**src/rtl/segment_read_agu.sv**
```systemverilog
// Segment-relative read address unit: latches segment:offset, forms the
// 20-bit physical address and runs one T1..T4 memory read bus cycle.
module segment_read_agu #(
    parameter int WAIT_MAX = 15
) (
    input  logic        clk,
    input  logic        rst,
    input  logic        req_valid,
    output logic        req_ready,
    input  logic [1:0]  req_seg,
    input  logic [15:0] req_off,
    input  logic [15:0] cs_in,
    input  logic [15:0] ds_in,
    input  logic [15:0] ss_in,
    input  logic [15:0] es_in,
    output logic [19:0] bus_addr,
    output logic        bus_ale,
    output logic        bus_rd_n,
    input  logic        bus_ready,
    input  logic [15:0] bus_data,
    output logic        rsp_valid,
    output logic [15:0] rsp_data,
    output logic [19:0] rsp_addr,
    output logic        rsp_err
);

    localparam int CW = $clog2(WAIT_MAX + 1);

    typedef enum logic [2:0] {
        IDLE,
        T1,
        T2,
        T3,
        T4
    } state_t;

    state_t          state;
    state_t          state_nx;
    logic [CW-1:0]   cnt;
    logic [15:0]     seg_sel;
    logic [19:0]     phys;
    logic            accept;
    logic            last_wait;

    always_comb begin
        seg_sel = cs_in;
        unique case (req_seg)
            2'b00:   seg_sel = cs_in;
            2'b01:   seg_sel = ds_in;
            2'b10:   seg_sel = ss_in;
            default: seg_sel = es_in;
        endcase
    end

    // Carry out of bit 19 falls off the 20-bit sum.
    assign phys      = {seg_sel, 4'h0} + {4'h0, req_off};
    assign accept    = req_valid && (state == IDLE);
    assign last_wait = (cnt == CW'(WAIT_MAX - 1));

    always_ff @(posedge clk) begin
        if (!rst) begin
            state <= IDLE;
        end else begin
            state <= state_nx;
        end
    end

    always_comb begin
        state_nx  = state;
        req_ready = 1'b0;
        bus_ale   = 1'b0;
        bus_rd_n  = 1'b1;
        rsp_valid = 1'b0;
        unique case (state)
            IDLE: begin
                req_ready = 1'b1;
                if (req_valid) state_nx = T1;
            end
            T1: begin
                bus_ale  = 1'b1;
                state_nx = T2;
            end
            T2: begin
                bus_rd_n = 1'b0;
                state_nx = T3;
            end
            T3: begin
                bus_rd_n = 1'b0;
                if (bus_ready || last_wait) state_nx = T4;
            end
            T4: begin
                rsp_valid = 1'b1;
                state_nx  = IDLE;
            end
            default: state_nx = IDLE;
        endcase
    end

    // bus_addr doubles as the latched physical address of the cycle.
    always_ff @(posedge clk) begin
        if (!rst) begin
            bus_addr <= '0;
            rsp_data <= '0;
            rsp_addr <= '0;
            rsp_err  <= 1'b0;
            cnt      <= '0;
        end else begin
            if (accept) bus_addr <= phys;
            if (state == T3) begin
                if (bus_ready) begin
                    rsp_data <= bus_data;
                    rsp_addr <= bus_addr;
                    rsp_err  <= 1'b0;
                    cnt      <= '0;
                end else if (last_wait) begin
                    rsp_data <= '0;
                    rsp_addr <= bus_addr;
                    rsp_err  <= 1'b1;
                    cnt      <= '0;
                end else begin
                    cnt <= cnt + 1'b1;
                end
            end else if (state == T4) begin
                cnt <= '0;
            end
        end
    end

endmodule

```
**config.mk**
```make
export PLATFORM = sky130hd
export DESIGN_NAME = segment_read_agu
export DESIGN_NICKNAME = d
export VERILOG_FILES = /design/src/rtl/segment_read_agu.sv
export SDC_FILE = /design/constraint.sdc
export NUM_CORES = 1
export LEC_CHECK = 0
export ABC_AREA = 0
export CORE_MARGIN = 4
export CORE_UTILIZATION = 37
export DETAILED_ROUTE_END_ITERATION = 10
export MAX_ROUTING_LAYER = met4
export PLACE_DENSITY_LB_ADDON = 0.08
export SYNTH_ARGS = -nofsm -noshare
export SYNTH_HDL_FRONTEND = slang
export SYNTH_SLANG_ARGS = --single-unit
```
**constraint.sdc**
```tcl
create_clock -name clk -period 2.9 [get_ports clk]
set_input_delay 0.435 -clock clk [delete_from_list [all_inputs] [get_ports clk]]
set_output_delay 0.435 -clock clk [all_outputs]
set_load 0.01 [all_outputs]
```
==> out/metrics.cfg, run 1 <==
[drt]
drc=0
routed_wl_um=9440
routed_via_density=5.00
wl_per_cell_um=14.1
drt_iter0_markers=138
dr_total_vias=3343
dr.pass1.iters=5
antenna_left=0

[worst_setup_path]
reg2reg_depth=5
start_kind=input port
path_class=in -> reg
rr_startpoint=state[1]
worstPathMaxFanout=6
rr_endpoint=rsp_data[5]
r2r_slack_ns=1.08
required_ns=3.16
crit_path_end_kind=register
cp.arrival_ns=2.95

[cts]
htree_levels=3
post-cts-setup-buffer-count=0
cts.repair.resized=2
clk_pin_slew_ns=0.06
tritoncts=built
cts_buffer_depth=2
clk_latency_ns=0.33
cts-root-buf=clkbuf_8
numClockSinks=64
cts_hold_buf=0
numCtsBuffers=9

[floorplanning]
core-area_mm2=0.00885
dieWidth_um=104
die_h_um=104
die_area_mm2=0.0108
rows=34
start_util_pct=38.4
ioPinCount=163

[finish]
antenna-diode-count=0
drive_above_1_share_pct=12.1
fillers=759
synthToLayoutAreaGrowth_pct=60.9
final_cell_count_no_fill=668
fin_nets=676

[yosys]
syn-cell-area_mm2=0.00340
synth_top_flop_cell=dfxtp_1
synthDistinctLibCells=41
ys_seq_elements=64
avgSynthCellArea_um2=9.04
synth_warnings=0
synth_edf_count=0
postSynthCellCount=376
synth_nets=494
yosysSeqAreaShare_pct=37.7
synthArstFlopShare_pct=0

[sta]
fin_setup_tns_ns=0
fmax_mhz=372
worst_slack_ns=0.215
finalSetupViolations=0
relSlewSlack_pct=52.6
slew_viol_final=0
tightestPinTransition_ns=0.709
rsz0062_at_grt=no
period_share_pct=92.6
skew_ns=0.00654
min_period_ns=2.69
hold_viol_final=0

[power_and_ir_drop]
ir_drop_mv=0.190
pwr_density_cell_mw_per_mm2=412
p_leak_nw=2.03

[grt]
grt-ovfl-total=0
grt_pass1_vias=3324
grt_pass1_wl_um=15400
antenna_found_initial=0
track_usage_pct=18.0
grt_max_degree=39

[place]
gp_congestion=0.863
place_ws_ns=-0.383
dp_cells=655
port_buffers=162
place_hpwl_um=7540

[run_status]
outcome=complete, no violations

[hold_path]
min_path_cells=2
worstHoldStart=rsp_addr[9]
min_to=rsp_addr[9]
min_path_type=reg -> reg

[run]
max_cap_viol_count=0

cell usage after synthesis (all sizes together), types with 5 or more instances:
cell / number / share of area (%)
a21boi: 28 / 6.2
a21oi: 12 / 1.8
a22oi: 16 / 3.5
and2: 10 / 1.8
buf: 11 / 1.8
clkbuf: 14 / 1.6
dfxtp: 64 / 38
ha: 15 / 5.5
inv: 6 / 0.66
mux4: 16 / 11
nand2: 70 / 7.8
nand3: 9 / 1.3
nor2: 15 / 1.7
nor2b: 18 / 3.3
o211ai: 7 / 1.8
o21ai: 24 / 3.5
xnor2: 5 / 1.3
xor2: 5 / 1.3
power by group:
part / total, mW / internal, mW / switching (mW)
clock: 0.636 / 0.341 / 0.294
combinational: 0.663 / 0.396 / 0.267
sequential: 0.959 / 0.922 / 0.0372
worst max-delay path by stage:
| stage | start | to |
|---|---|---|
| after global routing | req_seg[1] | bus_addr[16] |
| after floorplan | req_seg[1] | bus_addr[19] |
| after CTS | req_seg[1] | bus_addr[19] |
| final | req_seg[1] | bus_addr[19] |
| after global placement | req_seg[0] | bus_addr[19] |
| after detailed placement | req_seg[0] | bus_addr[19] |
critical path, stage by stage:
cell and delay, ns:
clkdlybuf4s50_1 0.57, buf_4 0.19, mux4_2 0.31, ha_1 0.31, nand4_1 0.12, or2_1 0.24, o211a_1 0.24, or3_1 0.37
a31oi_1 0.15
metal layers:
| layer | wire, µm | share of wire (%) | vias up | GRT usage (%) |
|---|---|---|---|---|
| li1 | - | - | 1691 | - |
| met1 | 4170 | 44 | 1502 | 20.9 |
| met2 | 4370 | 46 | 136 | 29.7 |
| met3 | 698 | 7.4 | 14 | 4.41 |
| met4 | 191 | 2.0 | 0 | 7.50 |
| met5 | 0 | 0 | - | - |
sequential cells by signal, summed over array words and instances, names as in the netlist:
register  flops
rsp_addr     20
cnt           4
rsp_data     16
rsp_err       1
bus_addr     20
state         3
kinds of logic (layout without fill, tap and decap cells):
family	count (synthesis)	after routing	synth area share, %
XOR/XNOR	10	10	2.58
AO/OA/AOI/OAI	98	98	19.4
adder cells (fa/ha/maj)	16	16	6.11
flip-flops	64	64	37.7
AND/OR/NAND/NOR	141	141	19.6
multiplexers	16	16	10.6
buffers and inverters	31	215	4.05
layout by cell type (no fill, tap or decap), types with 4 or more instances in the layout:
cell / n
clkdlybuf4s50_1: 160
nand2_1: 69
dfxtp_1: 64
buf_4: 32
o21ai_0: 24
a21boi_1: 21
nor2b_1: 18
mux4_2: 16
a22oi_1: 16
nor2_1: 15
ha_1: 15
a21oi_1: 12
clkbuf_8: 11
and2_1: 10
nand3_1: 9
a21boi_0: 7
inv_1: 6
o211ai_1: 5
xor2_1: 5
xnor2_1: 5
or3_1: 4
a31oi_1: 4
stage by stage:
stage | utilization (%) | total power [mW] | hold slack, ns | area, µm²
6_report | 61.8 | 2.26 | 0.449 | 5470
5_1_grt | 61.8 | 2.39 | 0.476 | 5470
4_1_cts | 61.8 | 2.29 | 0.453 | 5470
3_5_place_dp | 60.0 | 1.65 | 0.445 | 5310
3_3_place_gp | 60.0 | 1.64 | 0.440 | 5310
2_1_floorplan | - | 1.29 | 0.458 | 3400
area by class of cell:
cell class / count / area [µm²] / area share, %
Tap cell: 108 / 135 / 2.47
Clock buffer: 12 / 155 / 2.83
Clock inverter: 1 / 5.00 / 0.0914
Sequential cell: 64 / 1280 / 23.4
Timing Repair Buffer: 196 / 1890 / 34.5
Inverter: 6 / 22.5 / 0.412
Multi-Input combinational cell: 281 / 1990 / 36.3
Power figures use the tool's default switching activity.
==> run 2, diff against run 1 <==
--- a/config.mk
+++ b/config.mk
@@ -7,7 +7,7 @@
 export LEC_CHECK = 0
 export ABC_AREA = 0
 export CORE_MARGIN = 4
-export CORE_UTILIZATION = 37
+export CORE_UTILIZATION = 41
 export DETAILED_ROUTE_END_ITERATION = 10
 export MAX_ROUTING_LAYER = met4
 export PLACE_DENSITY_LB_ADDON = 0.08
==> constraint.sdc (replaced) <==
create_clock -name clk -period 2.6 [get_ports clk]
set_input_delay 0.39 -clock clk [delete_from_list [all_inputs] [get_ports clk]]
set_output_delay 0.39 -clock clk [all_outputs]
set_load 0.01 [all_outputs]
==> out/metrics.cfg, run 2 (synthesized netlist as in run 1, its figures left out) <==
[worst_setup_path]
crit_path_end_kind=register
start_kind=input port
path_class=in -> reg
cp.arrival_ns=2.79
required_ns=2.85
worstPathMaxFanout=4

[cts]
numCtsBuffers=9
cts-root-buf=clkbuf_8
htree_levels=3
clk_latency_ns=0.33
tritoncts=built
numClockSinks=64
clk_pin_slew_ns=0.07
cts_hold_buf=0
cts_buffer_depth=2

[sta]
skew_ns=0.00646
hold_viol_final=0
tightestPinTransition_ns=0.678
finalSetupViolations=0
slew_viol_final=0
min_period_ns=2.53
period_share_pct=97.4
relSlewSlack_pct=54.7
fin_setup_tns_ns=0
fmax_mhz=395
rsz0062_at_grt=no

[drt]
wl_per_cell_um=14.5
dr.pass1.iters=4
dr_total_vias=3372
routed_wl_um=9650
drc=0
antenna_left=0
routed_via_density=5.07
drt_iter0_markers=143

[place]
port_buffers=162
dp_cells=645
place_hpwl_um=7590
gp_congestion=0.841

[floorplanning]
start_util_pct=43.1
die_area_mm2=0.00982
die_h_um=99.1
rows=32
core-area_mm2=0.00789
ioPinCount=163
dieWidth_um=99.1

[finish]
drive_above_1_share_pct=14.9
synthToLayoutAreaGrowth_pct=65.4
fin_nets=676
final_common_cell=clkdlybuf4s50_1
final_cell_count_no_fill=665
layout_common_cells=clkdlybuf4s50_1, nand2_1, dfxtp_1
final_core_util_pct=71.3
biggestRegsByFlops=bus_addr x20, rsp_addr x20, rsp_data x16
antenna-diode-count=0

[run]
max_cap_viol_count=0

[grt]
grt_pass1_wl_um=16000
grt_pass1_vias=3483
grt-ovfl-total=0
track_usage_pct=20.3
antenna_found_initial=0
grt_max_degree=47

[power_and_ir_drop]
power.total_mw=2.68
ir_drop_mv=0.250
p_leak_nw=2.09
pwr_density_cell_mw_per_mm2=477

[hold_path]
min_path_type=reg -> reg

[run_status]
outcome=complete, no violations

## run 2: report_power, final
| group | internal [mW] | switching, mW | total, mW |
|---|---|---|---|
| Combinational | 0.464 | 0.313 | 0.777 |
| Sequential | 1.03 | 0.0413 | 1.07 |
| Clock | 0.493 | 0.345 | 0.838 |
| Total | 1.98 | 0.699 | 2.68 |
## run 2: through the flow
step | worst slack (ns) | hold slack, ns | area [µm²]
final | 0.0677 | 0.455 | 5620
after global placement | -0.525 | 0.439 | 5330
after global routing | 0.0197 | 0.477 | 5620
after detailed placement | -0.586 | 0.447 | 5330
after CTS | 0.0273 | 0.455 | 5560
after floorplan | -0.00974 | 0.458 | 3500
## run 2: worst max-delay path, stage by stage
cell             delay [ns]
clkdlybuf4s50_1        0.40
mux4_2                 0.51
ha_4                   0.29
nand4_1                0.13
or2_1                  0.28
o211a_1                0.26
or3_1                  0.37
a31oi_1                0.15
## run 2: what timing repair did
| action | in CTS | in global routing |
|---|---|---|
| setup buffers | 2 | 2 |
| resized for setup | 5 | 13 |
| cloned | 0 | 0 |
| endpoints found under the setup margin | 11 | 7 |
| pin swaps | 1 | 7 |
## run 2: layout make-up
| type | count | area (µm²) |
|---|---|---|
| Multi-Input combinational cell | 281 | 2100 |
| Timing Repair Buffer | 196 | 1890 |
| Inverter | 6 | 22.5 |
| Clock buffer | 13 | 159 |
| Clock inverter | 3 | 40.0 |
| Sequential cell | 64 | 1280 |
| Fill cell | 615 | 2260 |
| Tap cell | 102 | 128 |
## run 2: path summary, 6_finish.rpt
check              startpoint           end  slack [ns]  cells past startpoint
setup / recovery     ss_in[6]  bus_addr[19]        0.07                      8
hold / removal    rsp_addr[4]   rsp_addr[4]        0.46                      2
setup reg to reg       cnt[0]   rsp_data[5]        0.62                      7
hold reg to reg   rsp_addr[4]   rsp_addr[4]        0.46                      2
## run 2: routing by layer
layer	part of all wire [%]	GRT usage (%)	wire length, µm	vias up
li1	-	-	-	1696
met1	42	23.2	4050	1527
met2	49	35.0	4730	135
met3	6.9	4.88	669	14
met4	2.1	6.62	204	0
met5	0	-	0	-
==> run 3, diff against run 2 <==
--- a/config.mk
+++ b/config.mk
@@ -9,6 +9,7 @@
 export CORE_MARGIN = 4
 export CORE_UTILIZATION = 41
 export DETAILED_ROUTE_END_ITERATION = 10
+export HOLD_SLACK_MARGIN = 0.05
 export MAX_ROUTING_LAYER = met4
 export PLACE_DENSITY_LB_ADDON = 0.08
 export SYNTH_ARGS = -nofsm -noshare
==> results of run 3 <==
The final DEF is identical to that of run 2; final timing and power are the same.
